$ cat src/rtl/serv_dbus_pkg.sv
// Shared encodings for the SERV data-bus interface: access sizes, FSM states,
// and the alignment rule used when misaligned-access trapping is enabled.
package serv_dbus_pkg;

    localparam logic [1:0] SZ_B = 2'b00;
    localparam logic [1:0] SZ_H = 2'b01;
    localparam logic [1:0] SZ_W = 2'b10;

    typedef enum logic [1:0] {
        ST_IDLE = 2'b00,
        ST_BUS  = 2'b01,
        ST_DONE = 2'b10,
        ST_TRAP = 2'b11
    } state_e;

    function automatic logic is_misaligned(input logic [1:0] size, input logic [1:0] lsb);
        return ((size == SZ_H) && lsb[0]) || ((size == SZ_W) && (lsb != 2'b00));
    endfunction

endpackage

$ cat src/rtl/serv_dbus_lane.sv
// Byte-lane logic: byte enables, write-data replication, read alignment and load sign bit.
// Latency: purely combinational. Backpressure: none, follows its inputs.
// Halves ignore lsb[0] and words ignore lsb entirely, so misaligned requests truncate.
module serv_dbus_lane
    import serv_dbus_pkg::*;
(
    input  logic [1:0]  size_i,
    input  logic [1:0]  lsb_i,
    input  logic [31:0] dat_i,
    input  logic [31:0] rdt_i,
    output logic [3:0]  sel_o,
    output logic [31:0] wdat_o,
    output logic [31:0] rdat_o,
    output logic        sign_o
);

    logic [31:0] rsh;

    always_comb begin
        sel_o  = 4'b1111;
        wdat_o = dat_i;
        rsh    = rdt_i;
        sign_o = rdt_i[31];
        case (size_i)
            SZ_B: begin
                sel_o  = 4'b0001 << lsb_i;
                wdat_o = {4{dat_i[7:0]}};
                rsh    = rdt_i >> {lsb_i, 3'b000};
                sign_o = rsh[7];
            end
            SZ_H: begin
                sel_o  = 4'b0011 << {lsb_i[1], 1'b0};
                wdat_o = {2{dat_i[15:0]}};
                rsh    = rdt_i >> {lsb_i[1], 4'b0000};
                sign_o = rsh[15];
            end
            default: ;
        endcase
        rdat_o = rsh;
    end

endmodule

$ cat src/rtl/serv_dbus_if.sv
// Bit-serial data-bus interface: shifts rs2 in, runs one bus cycle, streams load data out.
// Latency: cyc the cycle after i_req, o_rdy the cycle after ack. Backpressure: holds BUS until i_dbus_ack.
// SERV_DBUS_MISALIGN_TRAP_EN: misaligned requests pulse o_misalign instead of issuing a bus cycle.
module serv_dbus_if
    import serv_dbus_pkg::*;
#(
    parameter int W = 1
) (
    input  logic         i_clk,
    input  logic         i_rst_n,
    input  logic         i_cnt_en,
    input  logic [W-1:0] i_rs2,
    input  logic         i_req,
    input  logic         i_we,
    input  logic [1:0]   i_size,
    input  logic         i_signed,
    input  logic [31:0]  i_adr,
    input  logic [1:0]   i_lsb,
    output logic [31:0]  o_dbus_adr,
    output logic [31:0]  o_dbus_dat,
    output logic [3:0]   o_dbus_sel,
    output logic         o_dbus_we,
    output logic         o_dbus_cyc,
    input  logic [31:0]  i_dbus_rdt,
    input  logic         i_dbus_ack,
    output logic         o_rdy,
    output logic         o_misalign,
    output logic [W-1:0] o_rd
);

    state_e      state_q, state_d;
    logic [31:0] dat_q, dat_d;
    logic [4:0]  cnt_q;
    logic [31:0] adr_q;
    logic [1:0]  size_q, lsb_q;
    logic        we_q, signed_q;
    logic        sign_q, sign_d;
    logic        start;
    logic        rd_bit;

    logic [3:0]  lane_sel;
    logic [31:0] lane_wdat, lane_rdat;
    logic        lane_sign;

    serv_dbus_lane u_lane (
        .size_i (size_q),
        .lsb_i  (lsb_q),
        .dat_i  (dat_q),
        .rdt_i  (i_dbus_rdt),
        .sel_o  (lane_sel),
        .wdat_o (lane_wdat),
        .rdat_o (lane_rdat),
        .sign_o (lane_sign)
    );

    always_comb begin
        state_d = state_q;
        case (state_q)
            ST_IDLE: begin
                if (i_req) begin
`ifdef SERV_DBUS_MISALIGN_TRAP_EN
                    state_d = is_misaligned(i_size, i_lsb) ? ST_TRAP : ST_BUS;
`else
                    state_d = ST_BUS;
`endif
                end
            end
            ST_BUS:  if (i_dbus_ack) state_d = ST_DONE;
            ST_DONE: state_d = ST_IDLE;
            default: state_d = ST_IDLE;
        endcase
    end

    assign start = (state_q == ST_IDLE) && (state_d == ST_BUS);

    always_comb begin
        dat_d  = dat_q;
        sign_d = sign_q;
        if ((state_q == ST_IDLE) && i_cnt_en) begin
            dat_d = {i_rs2[0], dat_q[31:1]};
        end else if ((state_q == ST_BUS) && i_dbus_ack && !we_q) begin
            dat_d  = lane_rdat;
            sign_d = lane_sign;
        end
    end

    always_ff @(posedge i_clk) begin
        if (!i_rst_n) begin
            state_q  <= ST_IDLE;
            dat_q    <= '0;
            cnt_q    <= '0;
            adr_q    <= '0;
            size_q   <= SZ_B;
            lsb_q    <= '0;
            we_q     <= 1'b0;
            signed_q <= 1'b0;
            sign_q   <= 1'b0;
        end else begin
            state_q <= state_d;
            dat_q   <= dat_d;
            sign_q  <= sign_d;
            if (i_cnt_en) cnt_q <= cnt_q + 5'd1;
            if (start) begin
                adr_q    <= i_adr;
                size_q   <= i_size;
                lsb_q    <= i_lsb;
                we_q     <= i_we;
                signed_q <= i_signed;
            end
        end
    end

    // Past the access width, every write-back bit is the extension bit.
    always_comb begin
        rd_bit = dat_q[0];
        case (size_q)
            SZ_B:    if (cnt_q >= 5'd8)  rd_bit = signed_q & sign_q;
            SZ_H:    if (cnt_q >= 5'd16) rd_bit = signed_q & sign_q;
            default: ;
        endcase
    end

    assign o_rd       = {W{rd_bit}};
    assign o_dbus_cyc = (state_q == ST_BUS);
    assign o_rdy      = (state_q == ST_DONE);
    assign o_dbus_adr = adr_q;
    assign o_dbus_we  = we_q;
    assign o_dbus_sel = o_dbus_cyc ? lane_sel : 4'b0000;
    assign o_dbus_dat = lane_wdat;
`ifdef SERV_DBUS_MISALIGN_TRAP_EN
    assign o_misalign = (state_q == ST_TRAP);
`else
    assign o_misalign = 1'b0;
`endif

endmodule

$ cat config.mk
export PLATFORM = sky130hd
export DESIGN_NAME = serv_dbus_if
export DESIGN_NICKNAME = d
export VERILOG_FILES = /design/src/rtl/serv_dbus_pkg.sv /design/src/rtl/serv_dbus_lane.sv /design/src/rtl/serv_dbus_if.sv
export SDC_FILE = /design/constraint.sdc
export NUM_CORES = 1
export LEC_CHECK = 0
export ABC_AREA = 1
export CORE_MARGIN = 3
export CORE_UTILIZATION = 42
export DETAILED_ROUTE_END_ITERATION = 12
export PLACE_DENSITY = 0.77
export SLEW_MARGIN = 20
export SYNTH_ARGS = -nofsm -noshare
export SYNTH_HDL_FRONTEND = slang
export SYNTH_SLANG_ARGS = --single-unit
$ cat constraint.sdc
create_clock -name i_clk -period 1.24 [get_ports i_clk]
set_input_delay 0.124 -clock i_clk [delete_from_list [all_inputs] [get_ports i_clk]]
set_output_delay 0.124 -clock i_clk [all_outputs]
set_load 0.02 [all_outputs]
==> out/summary.txt, run 1 <==
Antenna diodes - 0
Initial DRC Count - 388
CP Class - flop to primary output
H-tree depth - 3
critical-path maximum fanout - 10
path type of the worst min-delay path - input port to flop
drt first pass iters - 5
root buf cell - clkbuf_8
fin cells - 1105
status - complete, but fails checks
wire length per cell - 14.81 µm
vias in the first global route - 5273
M3 GR Usage - 7.692%
Post-CTS Hold Buffers - 0
layout cell share with drive strength beyond 1 - 29.10%
detailed-route via count - 5677
mean post-synth cell area - 6.173 µm²
synth top area cells - dfxtp_1 35%, nand2_1 18%, o21ai_0 9.2%
GRT Residual Overflow - 0
fmax - 670.1 MHz
cell count after synthesis - 726
Post-synth EDFFs - 0
arrival time at the worst endpoint - 1.37 ns
commonest cells after routing, fill and taps aside - 182 x nand2_1, 122 x buf_4, 91 x nor2_1
clock-pin slew on the worst setup and hold paths - 0.10 ns
CTS tree - yes
DR vias/cell - 5.138
die height - 109.3 µm
Mapped Area - 4482 µm²
Ports - 149
Die Area - 11950 µm²
placed cells - 1076
final critical-path required period - 1.492 ns
max-cap violations - 0
final period utilization - 120.3%
Final Routed Wirelength - 16360 µm
initial antenna violation count - 0
Worst Hold Depth - 3
Synth cell types - 30
Post-synth ARST share - 0%
# clock sinks - 78
Final Hold Viols - 0
register area share after synthesis - 34.84%
fillers - 844
most common cell after layout, fill and taps aside - nand2_1
CTS Buffer Depth - 2
largest net degree at the start of global routing - 33
Cell Area, Placed - 6823 µm²
failing checks - negative setup slack
IR Drop Worst-Case VDD - 0.0008034 V
ys flop type - dfxtp_1
Setup Skew - 0.01755 ns
number of port buffers - 147
RR Endpoint - dat_q[26]
met2 usage - 46.14%
Synth-to-Final Area Change - 66.22%
Pleak - 3.383 nW
storage element area - 1594 µm²
Synth top area share - 34.84%
synth warn - 0
NumNets Final - 1042
Hold EP - dat_q[31]
Critical Path Start Type - flop
CP required - 1.12 ns
CTS buffer count - 9
worst r2r src - size_q[1]
Post-DP HPWL - 12090 µm
CP endpoint kind - primary output
final setup fails - 63
row count - 37
hold path start - i_rs2
Tot GR Track Use - 26.58%
Tot Pwr - 7.363 mW
#FFs+latches synth - 78
initial core utilization - 43.22%
gr busiest metal - met2
fin area - 7450 µm²
WHS - 0.3551 ns
Worst Reg-to-Reg Cells - 8
DRC violations left - 0
first-pass GRT wire length - 25140 µm
core region area - 10370 µm²
chip width - 109.3 µm
Yosys top cell by area - dfxtp_1
Pwr per Cell Area - 988.4 nW/µm²
setup ws final - -0.2523 ns
Final Max Slew Viols - 0
met1 Resource Use GR - 31.17%
area of the multi-input gates - 2605 µm²
internal reg-to-reg setup slack - -0.22 ns
RSZ-0062 raised after global routing - true
Antenna Nets Post-Route - 0
Placer Congestion - 0.8963
Post-Syn Nets - 804
Worst-Skew Late Latency - 0.36 ns
==> metrics by stage <==
step | util [%] | setup TNS (ns) | setup slack [ns]
floorplan | - | -2.005 | -0.1175
global placement | 65.79 | -20.01 | -0.4183
detailed placement | 65.79 | -24.09 | -0.4684
CTS | 70.33 | -11.07 | -0.2675
global route | 71.84 | -15.53 | -0.3216
finish | 71.84 | -10.88 | -0.2523
==> layer usage <==
| layer | wire, µm | vias to the layer above |
|---|---|---|
| li1 | - | 2786 |
| met1 | 6398 | 2608 |
| met2 | 8112 | 252 |
| met3 | 1493 | 31 |
| met4 | 359 | 0 |
| met5 | 0 | - |
==> synth_stat cells, types with 3 or more instances <==
| cell | number |
|---|---|
| nor3_1 | 4 |
| nand2_1 | 209 |
| o211ai_1 | 9 |
| nor2_1 | 97 |
| nor2_4 | 3 |
| nand4_1 | 10 |
| o21ai_0 | 82 |
| inv_1 | 70 |
| clkbuf_1 | 15 |
| a21oi_1 | 34 |
| dfxtp_1 | 78 |
| inv_2 | 7 |
| nand2_2 | 4 |
| buf_4 | 13 |
| buf_6 | 3 |
| o21ai_1 | 11 |
| nand3_1 | 34 |
| a31oi_1 | 10 |
| buf_2 | 18 |
==> worst max-delay path, stage by stage, from the launching register on <==
cell,delay [ns]
dfxtp_4,0.38
nor2_4,0.14
buf_12,0.14
buf_8,0.13
o21ai_1,0.07
buf_4,0.16
==> power by group <==
| part | switching [mW] | internal, mW |
|---|---|---|
| clock | 1.01 | 0.954 |
| sequential | 0.121 | 2.67 |
| combinational | 1.40 | 1.20 |
==> registers in the layout, summed over array words and instances (netlist names) <==
name,count
size_q,2
o_dbus_we,1
lsb_q,2
signed_q,1
o_dbus_adr,32
cnt_q,5
state_q,2
sign_q,1
dat_q,32
==> worst max-delay path by stage <==
| stage | startpoint | end | depth (start not counted) |
|---|---|---|---|
| floorplan | size_q[1] | o_dbus_dat[10] | 5 |
| global placement | size_q[0] | o_rd | 5 |
| detailed placement | size_q[1] | o_dbus_dat[16] | 4 |
| CTS | size_q[1] | o_dbus_dat[15] | 5 |
| global route | size_q[0] | o_dbus_dat[26] | 5 |
| finish | size_q[0] | o_dbus_dat[9] | 5 |
==> layout make-up <==
class	count	area share (%)
multi-input cells	520	34.97
repair buffers	276	34.15
flip-flops and latches	78	21.40
inverters	78	4.300
well taps	136	2.284
clock buffers	9	1.663
clock inverters	7	1.092
repair inverters	1	0.1512
==> repair_timing <==
action | in CTS | in global routing
setup buffers | 9 | 3
resized for setup | 327 | 55
pin swaps | 14 | 15
endpoints found under the hold margin | 0 | 0
cloned | 1 | 0
endpoints found under the setup margin | 144 | 75
==> kinds of logic after synthesis <==
| group | share of synthesized area (%) |
|---|---|
| buffers and inverters | 12.81 |
| and+or+nand+nor | 33.61 |
| adders and majority gates | 0.5583 |
| DFF | 34.84 |
| AOI/OAI and AO/OA | 18.09 |
| other | 0.08367 |
No activity file was read; power rests on OpenSTA's default activity.
==> run 2, diff against run 1 <==
Settings changed: CORE_UTILIZATION 42 to 50, PLACE_DENSITY 0.77 to 0.86, SETUP_SLACK_MARGIN from default to 0.1.
Clock period 1.24 ns to 1.94 ns, I/O delays scaled along.
==> run 2 against run 1 <==
Against the previous run: the run now ends clean; setup slack better by 0.32 ns; die area down 15%; global-route usage grew 2.4 points; first-iteration DRC count grew 0.26%; combinational power down 49%; critical path type is now flop to flop; critical endpoint is now dat_q[15].
==> out/summary.txt, run 2 (synthesized netlist as in run 1, its figures left out) <==
status - finished clean
CTS tree - yes
Pwr per Cell Area - 728.2 nW/µm² (-26%)
number of port buffers - 147 (unchanged)
Setup Skew - 0.009855 ns (-0.007696 ns)
max-cap violations - 0 (unchanged)
Worst Reg-to-Reg Cells - 6 (-2)
root buf cell - clkbuf_8
placed cells - 945 (-12%)
WHS - 0.4230 ns (+0.06797 ns)
Antenna diodes - 0 (unchanged)
fin cells - 971 (-12%)
hold path start - i_rs2
H-tree depth - 3 (unchanged)
CP Class - flop to flop
core region area - 8464 µm² (-18%)
internal reg-to-reg setup slack - 0.06 ns (+0.28 ns)
Worst-Margin Slew - 0.5701 ns
GRT Residual Overflow - 0 (unchanged)
NumNets Final - 939 (-9.9%)
most common cell after layout, fill and taps aside - nand2_1
Antenna Nets Post-Route - 0 (unchanged)
die height - 100.7 µm (-7.9%)
first-pass GRT wire length - 23620 µm (-6.0%)
chip width - 100.7 µm (-7.9%)
Tot Pwr - 4.525 mW (-39%)
Post-CTS Hold Buffers - 0 (unchanged)
Tot GR Track Use - 28.98% (+2.4 points)
clock-pin slew on the worst setup and hold paths - 0.09 ns (about the same)
Synth-to-Final Area Change - 38.64%
Cell Area, Placed - 5968 µm² (-13%)
Placer Congestion - 0.9118 (+1.7%)
critical-path maximum fanout - 11 (+1)
worst r2r src - lsb_q[1]
final critical-path required period - 1.877 ns
fmax - 532.7 MHz
Initial DRC Count - 389 (+0.26%)
RR Endpoint - dat_q[15]
Final Routed Wirelength - 14880 µm (-9.1%)
arrival time at the worst endpoint - 2.10 ns (+0.73 ns)
Die Area - 10140 µm² (-15%)
commonest cells after routing, fill and taps aside - 208 x nand2_1, 117 x clkdlybuf4s50_1, 96 x nor2_1
CTS Buffer Depth - 2 (unchanged)
Hold EP - dat_q[31]
Final Hold Viols - 0 (unchanged)
final period utilization - 96.76%
Final Max Slew Viols - 0 (unchanged)
layout cell share with drive strength beyond 1 - 9.238% (-20 points)
setup TNS - 0 ns (+10.88 ns)
Core Util, Final - 73.41% (+1.6 points)
fin area - 6213 µm² (-17%)
final setup fails - 0 (-100%)
CTS buffer count - 9 (unchanged)
RSZ-0062 raised after global routing - true
Post-DP HPWL - 11060 µm (-8.5%)
vias in the first global route - 4863 (-7.8%)
Worst slew margin - 61.79%
Pleak - 2.656 nW (-21%)
# clock sinks - 78 (unchanged)
setup ws final - 0.06278 ns (+0.3150 ns)
Ports - 149 (unchanged)
path type of the worst min-delay path - input port to flop
drt first pass iters - 6 (+1)
CP endpoint kind - flop
initial core utilization - 52.95% (+9.7 points)
IR Drop Worst-Case VDD - 0.0005264 V (-34%)
CP required - 2.17 ns (+1.05 ns)
wire length per cell - 15.32 µm (+3.5%)
DRC violations left - 0 (unchanged)
largest net degree at the start of global routing - 45 (+36%)
detailed-route via count - 5280 (-7.0%)
Worst-Skew Late Latency - 0.35 ns (about the same)
Critical Path Start Type - flop
initial antenna violation count - 0 (unchanged)
pre-CTS setup slack - 0.1036 ns (+0.5720 ns)
Worst Hold Depth - 3 (unchanged)
DR vias/cell - 5.438 (+5.8%)
row count - 33 (-11%)
==> run 2: timing repair <==
item | 4_1_cts | 5_1_grt
buffers inserted | 3 | 5
pin swaps | 2 | 2
setup endpoints to repair | 29 | 28
resized for setup | 37 | 28
cloned | 0 | 2
==> run 2: final cells by class <==
| class | instances | area [µm²] |
|---|---|---|
| Timing Repair inverter | 2 | 10.01 |
| Tap cell | 105 | 131.4 |
| Sequential cell | 78 | 1564 |
| Inverter | 78 | 300.3 |
| Clock inverter | 7 | 102.6 |
| Timing Repair Buffer | 172 | 1630 |
| Clock buffer | 9 | 123.9 |
| Fill cell | 702 | 2251 |
| Multi-Input combinational cell | 520 | 2351 |
==> run 2: worst max path at each step <==
stage                                end  startpoint  slack [ns]  cells past startpoint
after CTS                  o_dbus_sel[1]   size_q[0]        0.09                      6
after detailed placement   o_dbus_sel[1]   size_q[1]        0.10                      5
after global placement              o_rd   size_q[1]        0.11                      5
after global routing           dat_q[15]    lsb_q[1]        0.04                      6
final                          dat_q[15]    lsb_q[1]        0.06                      6
after floorplan           o_dbus_dat[16]   size_q[1]        0.46                      4
==> run 2: critical path, cell delays in order (launching register included) <==
cell and delay [ns]:
dfxtp_1 0.49, buf_4 0.23, clkinvlp_2 0.49, nand4_1 0.28, nand4_1 0.13, nand2_1 0.08, a21oi_1 0.06
==> run 2: metal layers <==
layer	up-vias	part of all wire (%)	track usage (%)
li1	2570	-	-
met1	2360	37	34.15
met2	307	48	49.67
met3	43	11	7.958
met4	0	3.5	11.50
met5	-	0	0
==> run 2: report_power, final <==
part | switching (mW) | total, mW | internal, mW
Combinational | 0.773 | 1.33 | 0.555
Sequential | 0.0799 | 1.79 | 1.71
Clock | 0.664 | 1.41 | 0.746
Total | 1.52 | 4.52 | 3.01
==> run 3, diff against run 2 <==
Settings changed: REMOVE_ABC_BUFFERS from default to 1.
==> run 3 against run 2 <==
Against the previous run: highest routed layer unchanged; core utilization is 0.62 points lower; clock skew grew 0.0064 ns; sequential power hardly changed; combinational power is essentially flat; register-to-register slack gained 0.12 ns; critical path type is now flop to primary output.
==> out/summary.txt, run 3 (synthesized netlist as in run 1, its figures left out) <==
status - finished clean
IR Drop Worst-Case VDD - 0.0005273 V (+0.17%)
Setup Skew - 0.01629 ns (+0.006435 ns)
Cell Area, Placed - 6001 µm² (+0.55%)
row count - 33 (unchanged)
Post-CTS Hold Buffers - 0 (unchanged)
Core Util, Final - 72.79% (-0.62 points)
root buf cell - clkbuf_8
RSZ-0062 raised after global routing - true
CTS buffer count - 9 (unchanged)
met1 Resource Use GR - 34.83% (+0.69 points)
die height - 100.7 µm (unchanged)
RR Endpoint - dat_q[16]
Pleak - 2.638 nW (-0.67%)
GRT Residual Overflow - 0 (unchanged)
Critical Path Start Type - flop
Worst slew margin - 65.43% (+3.6 points)
CP Class - flop to primary output
Pwr per Cell Area - 737.4 nW/µm² (+1.3%)
most common cell after layout, fill and taps aside - nand2_1
Placer Congestion - 0.9346 (+2.5%)
register share of total power - 39.3% (-0.2 points)
Tot GR Track Use - 30.00% (+1.0 points)
critical-path maximum fanout - 5 (-6)
met2 usage - 48.20% (-1.5 points)
net load switching power - 1.547 mW (+2.0%)
setup ws final - 0.1699 ns (+0.1072 ns)
CTS Buffer Depth - 2 (unchanged)
Slowest-stage cell, CP - dfxtp_2
clock share of power - 31.8% (+0.6 points)
worst r2r src - lsb_q[1]
CP required - 1.75 ns (-0.42 ns)
internal reg-to-reg setup slack - 0.18 ns (+0.12 ns)
CTS tree - yes
number of port buffers - 147 (unchanged)
CP cell instances - nor2_4 -> nand2_1 -> nand2_2 -> nor2_1 -> dlygate4sd2_1
Tot Pwr - 4.543 mW (+0.41%)
first-pass GRT wire length - 24280 µm (+2.8%)
largest net degree at the start of global routing - 45 (unchanged)
detailed-route via count - 5309 (+0.55%)
arrival time at the worst endpoint - 1.58 ns (-0.52 ns)
commonest cells after routing, fill and taps aside - 208 x nand2_1, 117 x clkdlybuf4s50_1, 97 x nor2_1
Switching Share - 34.06% (+0.54 points)
Post-DP HPWL - 11000 µm (-0.55%)
Antenna diodes - 0 (unchanged)
NumNets Final - 937 (-0.21%)
DRC violations left - 0 (unchanged)
fmax - 564.9 MHz (+6.1%)
cell-internal power - 2.996 mW (-0.41%)
initial antenna violation count - 0 (unchanged)
Final Hold Viols - 0 (unchanged)
Ports - 149 (unchanged)
path type of the worst min-delay path - input port to flop
hold path start - i_rs2
fin area - 6161 µm² (-0.85%)
# clock sinks - 78 (unchanged)
final setup fails - 0 (unchanged)
Antenna Nets Post-Route - 0 (unchanged)
Worst Reg-to-Reg Cells - 6 (unchanged)
Hold EP - dat_q[31]
Initial DRC Count - 498 (+28%)
pre-CTS setup slack - 0.1003 ns (-0.003300 ns)
Die Area - 10140 µm² (unchanged)
combinational share of power - 28.9% (-0.4 points)
chip width - 100.7 µm (unchanged)
drt first pass iters - 6 (unchanged)
crit-path max cell delay - 0.36 ns (-0.13 ns)
H-tree depth - 3 (unchanged)
Worst-Skew Late Latency - 0.36 ns (about the same)
gr busiest metal - met2
Worst-Margin Slew - 0.5157 ns (-0.05443 ns)
Worst Hold Depth - 3 (unchanged)
max-cap violations - 0 (unchanged)
Final Max Slew Viols - 0 (unchanged)
final period utilization - 91.24% (-5.5 points)
final critical-path required period - 1.770 ns (-0.1072 ns)
core region area - 8464 µm² (unchanged)
Synth-to-Final Area Change - 37.47%
fillers - 685 (-2.4%)
M3 GR Usage - 11.97% (+4.0 points)
vias in the first global route - 5204 (+7.0%)
layout cell share with drive strength beyond 1 - 9.606% (+0.37 points)
DR vias/cell - 5.479 (+0.76%)
clock-pin slew on the worst setup and hold paths - 0.10 ns (about the same)
Final Routed Wirelength - 15170 µm (+2.0%)
wire length per cell - 15.65 µm (+2.2%)
CP endpoint kind - primary output
initial core utilization - 52.95% (unchanged)
==> run 3: changes by cell type in the layout (fill, tap and decap cells not counted), sizes merged <==
cell	delta
buf	-2
dlygate4sd2	-2
clkinvlp	-1
clkdlybuf4s15	-3
clkbuf	+6
==> run 3: through the flow <==
step	cells	TNS, ns	hold WS (ns)
floorplan	676	-3.632	0.3159
global placement	951	0	0.4318
detailed placement	951	0	0.4415
CTS	968	0	0.4096
global route	969	0	0.4422
finish	969	0	0.4068
==> run 3: critical path: cells and delay by family (launching register included) <==
family                 cells  cell delay, ns
and+or+nand+nor            4            0.55
DFF                        1            0.36
buffers and inverters      1            0.32
==> run 3: per-layer routing <==
| metal | routed length, µm | share of wire [%] |
|---|---|---|
| met1 | 5474 | 36 |
| met3 | 2190 | 14 |
| met4 | 572 | 3.8 |
| met2 | 6931 | 46 |
| met5 | 0 | 0 |
==> run 3: repair_timing <==
| item | CTS | global route |
|---|---|---|
| pin swaps | 0 | 0 |
| buffers inserted | 1 | 0 |
| endpoints found under the setup margin | 29 | 24 |
| cloned | 0 | 1 |
| gates resized for setup | 35 | 41 |
==> run 3: layout make-up <==
cell class                      count  area (µm²)  share of cell area, %
Clock buffer                        9       123.9                  2.011
Clock inverter                      7       105.1                  1.706
Inverter                           78       296.5                  4.813
Multi-Input combinational cell    520        2349                  38.12
Sequential cell                    78        1565                  25.41
Tap cell                          105       131.4                  2.132
Timing Repair Buffer              171        1585                  25.73
Timing Repair inverter              1       5.005                0.08123
==> run 3: power by group through the flow <==
stage / Combinational, mW / Clock [mW] / Sequential [mW]
floorplan: 0.558 / 0 / 1.92
global placement: 1.28 / 0 / 1.81
detailed placement: 1.31 / 0 / 1.82
CTS: 1.30 / 1.44 / 1.79
global route: 1.43 / 1.52 / 1.80
finish: 1.31 / 1.44 / 1.79
==> run 3: worst max path at each step <==
stage	from	to	slack (ns)	depth (start not counted)
6_report	size_q[0]	o_dbus_sel[0]	0.17	5
3_5_place_dp	size_q[0]	o_dbus_dat[31]	0.10	5
4_1_cts	size_q[0]	o_dbus_dat[31]	0.08	5
5_1_grt	size_q[0]	o_dbus_sel[0]	0.09	5
3_3_place_gp	size_q[0]	o_dbus_dat[31]	0.17	5
2_1_floorplan	size_q[1]	o_dbus_sel[0]	-0.17	4
